[src/rtl/ecc_encryption_pkg.sv]
// Shared constants, FSM state encoding and a modular helper for the ECC
// encryption block. The decryption stage uses the same modulus.
package ecc_encryption_pkg;

  localparam int WIDTH = 256;
  localparam int MSG_W = 128;
  localparam int CNT_W = $clog2(WIDTH);

  // secp256k1 field prime
  localparam logic [WIDTH-1:0] P_MOD =
    256'hFFFFFFFF_FFFFFFFF_FFFFFFFF_FFFFFFFF_FFFFFFFF_FFFFFFFF_FFFFFFFE_FFFFFC2F;

  typedef enum logic [1:0] {
    ST_IDLE = 2'd0,
    ST_MUL1 = 2'd1,
    ST_MUL2 = 2'd2,
    ST_FIN  = 2'd3
  } state_t;

  // Bring a value below 2P into [0, P) with at most one subtraction.
  function automatic logic [WIDTH-1:0] reduce_once(input logic [WIDTH:0] x);
    logic [WIDTH:0] diff;
    diff = x - {1'b0, P_MOD};
    return (x >= {1'b0, P_MOD}) ? diff[WIDTH-1:0] : x[WIDTH-1:0];
  endfunction

endpackage

[src/rtl/ecc_encryption_if.sv]
// Request/response bundle for the ECC encryption block: the producer drives
// start and the operands, the block returns the ciphertext and status.
interface ecc_encryption_if;
  import ecc_encryption_pkg::*;

  logic             start;
  logic [MSG_W-1:0] M;
  logic [WIDTH-1:0] k;
  logic [WIDTH-1:0] G;
  logic [WIDTH-1:0] Q;
  logic [WIDTH-1:0] C1;
  logic [WIDTH-1:0] C2;
  logic             busy;
  logic             done;

  modport master (
    output start, M, k, G, Q,
    input  C1, C2, busy, done
  );

  modport slave (
    input  start, M, k, G, Q,
    output C1, C2, busy, done
  );

endinterface

[src/rtl/ecc_encryption_mult.sv]
// Sequential modular multiplier: right-to-left double-and-add, one scalar
// bit per cycle. result = a*b mod P_MOD, valid while done is high.
module mod_mult_seq
  import ecc_encryption_pkg::*;
(
  input  logic             clk,
  input  logic             rst,
  input  logic             start,
  input  logic [WIDTH-1:0] a,
  input  logic [WIDTH-1:0] b,
  output logic             busy,
  output logic             done,
  output logic [WIDTH-1:0] result
);

  logic [WIDTH-1:0] a_q;
  logic [WIDTH-1:0] b_q;
  logic [WIDTH-1:0] c_q;
  logic [CNT_W-1:0] cnt_q;
  logic             busy_q;
  logic             done_q;
  logic             load;

  // Sums carry one extra bit so c+b and 2b never overflow before reduction.
  logic [WIDTH:0] acc_sum;
  logic [WIDTH:0] dbl;

  assign load    = start && !busy_q;
  assign acc_sum = {1'b0, c_q} + {1'b0, b_q};
  assign dbl     = {b_q, 1'b0};

  // Control: busy across WIDTH iteration edges, then a one-cycle done pulse.
  always_ff @(posedge clk) begin
    // NOTE: sequential state uses non-blocking assignments so every register
    // samples the pre-edge values, independent of statement order.
    if (rst) begin
      busy_q <= 1'b0;
      done_q <= 1'b0;
      cnt_q  <= '0;
    end else begin
      done_q <= 1'b0;
      if (load) begin
        busy_q <= 1'b1;
        cnt_q  <= '0;
      end else if (busy_q) begin
        if (cnt_q == CNT_W'(WIDTH - 1)) begin
          busy_q <= 1'b0;
          done_q <= 1'b1;
        end else begin
          cnt_q <= cnt_q + 1'b1;
        end
      end
    end
  end

  // Datapath: load operands, then one double-and-add step per busy cycle.
  always_ff @(posedge clk) begin
    // NOTE: datapath registers are not reset; they are always loaded before
    // use and are only observed qualified by done.
    if (load) begin
      a_q <= a;
      b_q <= reduce_once({1'b0, b});
      c_q <= '0;
    end else if (busy_q) begin
      if (a_q[0]) c_q <= reduce_once(acc_sum);
      b_q <= reduce_once(dbl);
      a_q <= a_q >> 1;
    end
  end

  assign busy   = busy_q;
  assign done   = done_q;
  assign result = c_q;

endmodule

[src/rtl/ecc_encryption.sv]
// ECC encryption: C1 = k*G mod P, S = k*Q mod P, C2 = {0, M ^ S[MSG_W-1:0]}.
// One shared multiplier runs twice back to back under a four-state FSM.
module ecc_encryption
  import ecc_encryption_pkg::*;
(
  input  logic             clk,
  input  logic             rst,
  ecc_encryption_if.slave  bus
);

  state_t           state_q, state_d;
  logic             accept;
  logic             mult_start;
  logic [WIDTH-1:0] mult_b;
  logic             mult_busy;
  logic             mult_done;
  logic [WIDTH-1:0] mult_result;

  logic [MSG_W-1:0] m_q;
  logic [WIDTH-1:0] k_q;
  logic [WIDTH-1:0] g_q;
  logic [WIDTH-1:0] q_q;
  logic [WIDTH-1:0] c1_hold;
  logic [WIDTH-1:0] c1_q;
  logic [WIDTH-1:0] c2_q;

  mod_mult_seq u_mult (
    .clk    (clk),
    .rst    (rst),
    .start  (mult_start),
    .a      (k_q),
    .b      (mult_b),
    .busy   (mult_busy),
    .done   (mult_done),
    .result (mult_result)
  );

  // FSM state register.
  always_ff @(posedge clk) begin
    if (rst) state_q <= ST_IDLE;
    else     state_q <= state_d;
  end

  // Next state, accept and multiplier launch; the multiplier is started on
  // the first cycle of each MUL state, when it is neither busy nor done.
  always_comb begin
    // NOTE: every combinational output gets a default first so no path
    // through the case leaves it unassigned, which would infer a latch.
    state_d    = state_q;
    accept     = 1'b0;
    mult_start = 1'b0;
    mult_b     = g_q;
    unique case (state_q)
      ST_IDLE: begin
        if (bus.start) begin
          accept  = 1'b1;
          state_d = ST_MUL1;
        end
      end
      ST_MUL1: begin
        mult_b     = g_q;
        mult_start = !mult_busy && !mult_done;
        if (mult_done) state_d = ST_MUL2;
      end
      ST_MUL2: begin
        mult_b     = q_q;
        mult_start = !mult_busy && !mult_done;
        if (mult_done) state_d = ST_FIN;
      end
      ST_FIN: begin
        // busy is already low here, so a new request is taken directly.
        if (bus.start) begin
          accept  = 1'b1;
          state_d = ST_MUL1;
        end else begin
          state_d = ST_IDLE;
        end
      end
      default: state_d = ST_IDLE;
    endcase
  end

  // Operand latches; inputs are free to change after the accept edge.
  always_ff @(posedge clk) begin
    if (accept) begin
      m_q <= bus.M;
      k_q <= bus.k;
      g_q <= bus.G;
      q_q <= bus.Q;
    end
  end

  // Results: C1 is parked internally, and both outputs update together on
  // the edge into FIN so the old ciphertext stays visible while busy.
  always_ff @(posedge clk) begin
    if (rst) begin
      c1_q <= '0;
      c2_q <= '0;
    end else if (mult_done) begin
      if (state_q == ST_MUL1) begin
        c1_hold <= mult_result;
      end else if (state_q == ST_MUL2) begin
        c1_q <= c1_hold;
        c2_q <= {{(WIDTH - MSG_W){1'b0}}, m_q ^ mult_result[MSG_W-1:0]};
      end
    end
  end

  assign bus.C1   = c1_q;
  assign bus.C2   = c2_q;
  assign bus.busy = (state_q == ST_MUL1) || (state_q == ST_MUL2);
  assign bus.done = (state_q == ST_FIN);

endmodule

[src/flat_wrapper.sv]
// flat-port wrapper written by rule: the top's interface ports become plain ports
module ecc_encryption_flat import ecc_encryption_pkg::*;
  (clk, rst, bus_start, bus_M, bus_k, bus_G, bus_Q, bus_C1, bus_C2, bus_busy, bus_done);
  ecc_encryption_if bus_i ();
  input  logic clk;
  input  logic rst;
  input wire logic [$bits(bus_i.start)-1:0] bus_start;
  input wire logic [$bits(bus_i.M)-1:0] bus_M;
  input wire logic [$bits(bus_i.k)-1:0] bus_k;
  input wire logic [$bits(bus_i.G)-1:0] bus_G;
  input wire logic [$bits(bus_i.Q)-1:0] bus_Q;
  output wire logic [$bits(bus_i.C1)-1:0] bus_C1;
  output wire logic [$bits(bus_i.C2)-1:0] bus_C2;
  output wire logic [$bits(bus_i.busy)-1:0] bus_busy;
  output wire logic [$bits(bus_i.done)-1:0] bus_done;
  assign bus_i.start = bus_start;
  assign bus_i.M = bus_M;
  assign bus_i.k = bus_k;
  assign bus_i.G = bus_G;
  assign bus_i.Q = bus_Q;
  assign bus_C1 = bus_i.C1;
  assign bus_C2 = bus_i.C2;
  assign bus_busy = bus_i.busy;
  assign bus_done = bus_i.done;
  ecc_encryption u_core (.clk(clk), .rst(rst), .bus(bus_i));
endmodule
[config.mk]
export PLATFORM = sky130hd
export DESIGN_NAME = ecc_encryption_flat
export DESIGN_NICKNAME = d
export VERILOG_FILES = /design/src/rtl/ecc_encryption_pkg.sv /design/src/rtl/ecc_encryption_if.sv /design/src/rtl/ecc_encryption_mult.sv /design/src/rtl/ecc_encryption.sv /design/src/flat_wrapper.sv
export SDC_FILE = /design/constraint.sdc
export NUM_CORES = 2
export LEC_CHECK = 0
export CAP_MARGIN = 20
export CORE_MARGIN = 2
export CORE_UTILIZATION = 34
export CTS_BUF_LIST = sky130_fd_sc_hd__clkbuf_8 sky130_fd_sc_hd__clkbuf_16
export CTS_CLUSTER_SIZE = 28
export DETAILED_ROUTE_END_ITERATION = 8
export SYNTH_ARGS = -nofsm -noshare
export SYNTH_HDL_FRONTEND = slang
export SYNTH_HIERARCHICAL = 1
export SYNTH_SLANG_ARGS = --single-unit
[constraint.sdc]
create_clock -name clk -period 66.4 [get_ports clk]
set_input_delay 9.96 -clock clk [delete_from_list [all_inputs] [get_ports clk]]
set_output_delay 9.96 -clock clk [all_outputs]
set_load 0.01 [all_outputs]
==> Yosys cells after proc, flatten, opt, wreduce, memory -nomap -nowiden <==
Index checks and enable logic that the tools add are counted.
{ "word_totals": {"regBits": 2316, "output_inout_bits": 514, "word_cells": 70} }
{ "op_classes": {"addsub": 5, "n_lt_le_gt_ge": 3, "bitwise_logic": 5, "muxes": 20, "reduce_logical": 16, "eq_ne": 7} }
{ "op_table": {"columns": ["operator", "n"], "rows": [
  ["256-bit 2-to-1 mux", 8],
  ["256-bit subtractor, second input constant", 3],
  ["257-bit by 256-bit greater-or-equal comparator with 1-bit output, second input constant", 2],
  ["256-bit by 256-bit adder with 257-bit output", 1],
  ["256-bit greater-or-equal comparator, second input constant", 1],
  ["128-bit XOR", 1],
  ["3-bit AND reduction", 3],
  ["8-bit by 1-bit adder with 8-bit output, second input constant", 1],
  ["8-bit equality test, second input constant", 1],
  ["1-bit 2-to-1 mux", 8],
  ["2-bit one-hot mux with 4 select lines", 1],
  ["2-bit 2-to-1 mux", 3],
  ["2-bit inequality test, second input constant", 3],
  ["2-bit OR reduction", 3],
  ["2-bit equality test, second input constant", 2],
  ["1-bit inverter", 4],
  ["2-bit AND reduction", 2],
  ["3-bit OR reduction", 1],
  ["2-bit by 1-bit equality test with 1-bit output, second input constant", 1],
  ["1-bit logical AND", 2],
  ["1-bit zero test", 2],
  ["2-bit zero test", 1],
  ["2-bit nonzero test", 1],
  ["1-bit logical OR", 1]
]} }

==> Depth between registers and ports, before layout <==
{ "logic_depth": {"ltp_word": 5, "ltp_mapped": 25} }

==> Cells and area by module <==
The synthesis kept the hierarchy.
{ "modules_own_cells": {"columns": ["mod", "seq_area_each_um2", "area_each_um2", "instances", "cells_per_inst"], "rows": [
  ["mod_mult_seq", 20699.9, 71086.9, 1, 9576],
  ["ecc_encryption", 42320.6, 53347.4, 1, 3254]
]} }

==> Worst setup path before layout <==
No wires, ideal clock.
{ "synth_timing": {"path_type": "input to register", "from": "input port bus_start", "to": "register u_core.g_q[0] (enable)", "n_path_buf": 0, "arrival_time_ns": 48.313, "slack_ns": 15.816, "required_time_ns": 64.129, "cell_stages": 1, "cell_sequence": "nor2b_1"} }
{ "synth_between": {"elab_chain_len": 2} }
{ "synth_lines": {"columns": ["item", "line", "text"], "rows": [
  ["from (decl)", "flat_wrapper.sv:7", "input wire logic [$bits(bus_i.start)-1:0] bus_start;"],
  ["1-bit 2-to-1 mux", "ecc_encryption.sv:55, ecc_encryption.sv:72", null],
  ["1-bit 2-to-1 mux", null, null],
  ["to (signal assigned)", "ecc_encryption.sv:88", "g_q <= bus.G;"],
  ["to (decl)", "ecc_encryption.sv:21", "logic [WIDTH-1:0] g_q;"]
]} }
Every way passes these cells.
A chain may end at the register's enable or synchronous reset.

==> Worst setup path after layout <==
{ "layout_timing": {"from": "input port bus_start", "to": "register u_core.q_q[156] (enable)"} }
{ "layout_between": {"elab_chain_len": 2} }
{ "layout_lines": {"columns": ["item", "line", "text"], "rows": [
  ["1-bit 2-to-1 mux", "ecc_encryption.sv:55, ecc_encryption.sv:72", null],
  ["1-bit 2-to-1 mux", null, null],
  ["named net u_core.accept", "ecc_encryption.sv:12", "logic accept;"],
  ["to (signal assigned)", "ecc_encryption.sv:89", "q_q <= bus.Q;"],
  ["to (decl)", "ecc_encryption.sv:22", "logic [WIDTH-1:0] q_q;"]
]} }
The timed path passes the listed nets, and every way through them passes these cells.

==> results <==
- The flow ran to the end, and the final reports show no timing, DRC or antenna violations.
- Synthesis handed over a netlist of 12,830 instances.
- Row generation in the floorplan step produced 222 rows.
- The type of the setup path with the least slack is in -> reg.
- The share of flip-flops with an asynchronous set or reset is 0.
- TritonCTS built the clock tree.
- The data arrival at the endpoint of the critical path is 16.22 ns.
- The pin count of the biggest net entering global routing is ~170.
- The clock buffer count from CTS is 272.
- VDD sags by at most roughly 65 uV.
- The number of antenna violations at the first check in global routing came to between 40 and 50.
- The number of DRC violations after detailed routing is 0.
- Dividing total power by cell area gives a power density of roughly 58 nW/um2.
- In the final design database the tool counted 15,120 nets.
- Of the available clock period, the critical path in the final layout requires 0.237.
- The area share of fa/ha/maj cells after synthesis is 0.0268.
- The total half-perimeter wirelength after legalization and detailed placement is 507,000 um.
- The clock tree skew after final layout is 0.0794 ns.
- In the post-synthesis netlist, the biggest area contributors are edfxtp_1, dfxtp_1, nand2_1.
- In this run, the number of DRC markers left after iteration 0 of detailed routing was 14,572.
- After synthesis, the mean cell area works out to 9.70 um2.
- The area added between synthesis and finish is 21.3%.
- The via count of the first global-routing pass came to 102,867.
- The distinct cell type count of the synthesized netlist is 118.
- After clock tree synthesis, the clock-pin slew on the worst setup and hold paths is about 0.06 ns.
- The worst register-to-register path ends at u_core/u_mult/result[85].
- The fraction of final layout cells sized beyond drive strength 1 is 0.0844.
- The worst-case reg-to-reg path depth is 21.
- The most used standard cell by instance count after synthesis is nand2_1.
- The total wire length after detailed routing is slightly above 600,000 um.
- The count of endpoints failing hold in the final timing report is 0.
- The number of H-tree levels is 5.
- Excluding fillers, the count of instances in the completed layout stands at roughly 19,000.
- Buffers added to address setup during post-CTS repair amount to 0.
- The timing-limited maximum frequency is about 0.064 GHz.
- The root buffer cell chosen for the clock tree is clkbuf_16.
- The post-synthesis compound-gate area fraction is 0.147.
- The critical path ends at u_core/q_q[156].
- Clock tree synthesis found a total of 2,316 sinks.
- The number of pins with negative max-slew slack in the final report was 0.
- After layout, the minimum clock period comes to 15.71 ns.
- The leading register cell type out of synthesis is edfxtp_1.
- The main combinational cell family by area after synthesis is simple AND/OR/NAND/NOR gates.
- The static leakage is 0.0504 uW.
- The number of setup violations in the final report is 0.
- Gates resized during post-CTS repair numbered 0.
- The placer's final routability congestion estimate is approximately 1.1.
- Setup slack on the worst reg-to-reg path comes out at 54.79 ns.
- Setup repair after global routing left no endpoint under its margin.
- The xor and xnor fraction of the mapped netlist area is 0.0540.
- The number of hold buffers added after CTS is 0.
- The die outline width is 609 um.
- The worst pin sits at a relative slew slack of 0.0524.
- The peak fanout along the critical path is about 170.
- The sum of negative setup slack is 0 ns.
- The die covers 371,000 um2.
- The origin of the critical flop-to-flop path is u_core/u_mult/b_q[54].
- The post-placement cell count is 18,485.
- During placement, the flow inserted port buffers numbering around 1,300.
- The share of synthesized area in the top cell type comes to 0.402.
- The clock passes through at most 4 buffers.
- The slew of the pin with the lowest slew margin is about 1.4 ns.
- STA classifies the critical path endpoint as a register.
- The area inside the core boundary is 365,000 um2.
- The mapped cell area is 124,000 um2.
- Of the post-synthesis cell area, the part taken by muxes is 0.0256.
- The via count of the routed design is 111,720.
- The nature of the critical path startpoint is a primary input.
- The die height is 609 um.
- For this run, the total global-route usage over all layers was measured as 0.319.
- The Yosys step of the flow raised 6 warnings.
- The initial utilization of the core area, before any placement, comes to 0.341.
- The post-synthesis sequential area ratio is 0.506.
- The wire length of the first global-routing pass is around 830,000 um.
- Counting flops with a built-in enable in the synthesized netlist gives 1,664.
- The via count normalized by instance count is approximately 6.
- The synthesized design spends more area on one cell type than any other, namely edfxtp_1.
- The number of routed nets with antenna violations is 0.
- In the final routed layout, each cell accounts on average for 32.5 um.
- The clock reaches the later pin of the worst-skew pair after between 0.9 and 1 ns.
- The type of the tightest min-delay check is reg -> reg.
- Max-cap violations in this run came to 0.
- Summed over all layers, the global routing overflow is 0.
- Data on the critical path is required at its endpoint by 66.92 ns.
- Ranked by instance count, the synthesized netlist is headed by nand2_1, edfxtp_1, a21oi_1, nor2_1, o21ai_0.
- The post-synthesis share of cell area spent on and, or, nand and nor gates is 0.205.
- The number of top-level pins is roughly 1,400.
- The count of state elements after synthesis is 2,316.
- The first detailed-routing pass took 7 iterations.
- The start point of the critical path is bus_start.
worst max-delay path: stages:
cell and delay [ns]:
clkdlybuf4s50_1 0.66, nor2b_4 0.21, buf_4 0.60, buf_4 0.78, buf_4 0.65, buf_4 0.61, buf_4 0.65, buf_4 0.84
buf_12 0.60
cells by family after synthesis:
group,count (synthesis)
AND/OR/NAND/NOR,5345
flip-flops,2316
other,1
multiplexers,285
adder cells (fa/ha/maj),266
AO/OA/AOI/OAI,2946
XOR/XNOR,766
buffers and inverters,905
layout by cell type, fill, tap and decap left out, drive strengths merged, types with 378 or more instances in the layout:
cell           Yosys  final
o21ai            844    844
nor2             808    808
dfxtp            652    652
nand4            453    453
edfxtp          1664   1664
nand2           2425   2425
clkdlybuf4s50      0   1283
nand3            378    378
xnor2            480    480
a21oi           1034   1034
final cells by class:
class,count,area [um2]
inverters,109,417
repair buffers,1520,14700
multi-input cells,9736,57900
fillers,35878,214000
well taps,4816,6030
flip-flops and latches,2316,63000
clock inverters,198,1490
clock buffers,298,7250
diodes,29,72.6
where the power goes:
part | internal, uW | switching, uW
registers | 2200 | 491
clock network | 851 | 626
logic | 1230 | 3310
metal layers:
metal | track usage | vias to the layer above | share of wire | routed length [um]
met1 | 0.452 | 55457 | 0.44 | 270000
met5 | 0 | - | 0.00018 | 114
met4 | 0.116 | 18 | 0.040 | 24500
li1 | - | 49450 | - | -
met2 | 0.460 | 6010 | 0.42 | 257000
met3 | 0.0902 | 785 | 0.11 | 66500
through the flow:
| step | setup slack (ns) | hold WS (ns) | cell area, um2 | power, uW | utilization |
|---|---|---|---|---|---|
| 6_report | 50.69 | 0.451 | 151000 | 8710 | 0.413 |
| 5_1_grt | 50.39 | 0.464 | 151000 | 9030 | 0.413 |
| 4_1_cts | 50.80 | 0.453 | 151000 | 8530 | 0.413 |
| 3_5_place_dp | 49.85 | 0.428 | 142000 | 7030 | 0.389 |
| 3_3_place_gp | 49.94 | 0.423 | 142000 | 7020 | 0.389 |
| 2_1_floorplan | 15.82 | 0.430 | 125000 | 5520 | - |
state kept, by name, summed over array words and instances, names as in the netlist:
name,cells
u_core/bus.C1,256
u_core/bus.C2,128
u_core/c1_hold,256
u_core/g_q,256
u_core/k_q,256
u_core/m_q,128
u_core/q_q,256
u_core/state_q,2
u_core/u_mult/a_q,256
u_core/u_mult/b_q,256
u_core/u_mult/busy,1
u_core/u_mult/cnt_q,8
u_core/u_mult/done,1
u_core/u_mult/result,256
how the worst min path moves through the flow:
stage | from | slack (ns) | endpoint | cells past startpoint
after floorplan | u_core/u_mult/result[226] | 0.43 | u_core/c1_hold[226] | 0
after detailed placement | u_core/u_mult/result[127] | 0.43 | u_core/c1_hold[127] | 0
after CTS | u_core/bus.C1[244] | 0.45 | u_core/bus.C1[244] | 2
after global placement | u_core/u_mult/result[127] | 0.42 | u_core/c1_hold[127] | 0
final | u_core/bus.C1[41] | 0.45 | u_core/bus.C1[41] | 2
after global routing | u_core/bus.C1[77] | 0.46 | u_core/bus.C1[77] | 2
Power figures use the tool's default switching activity.
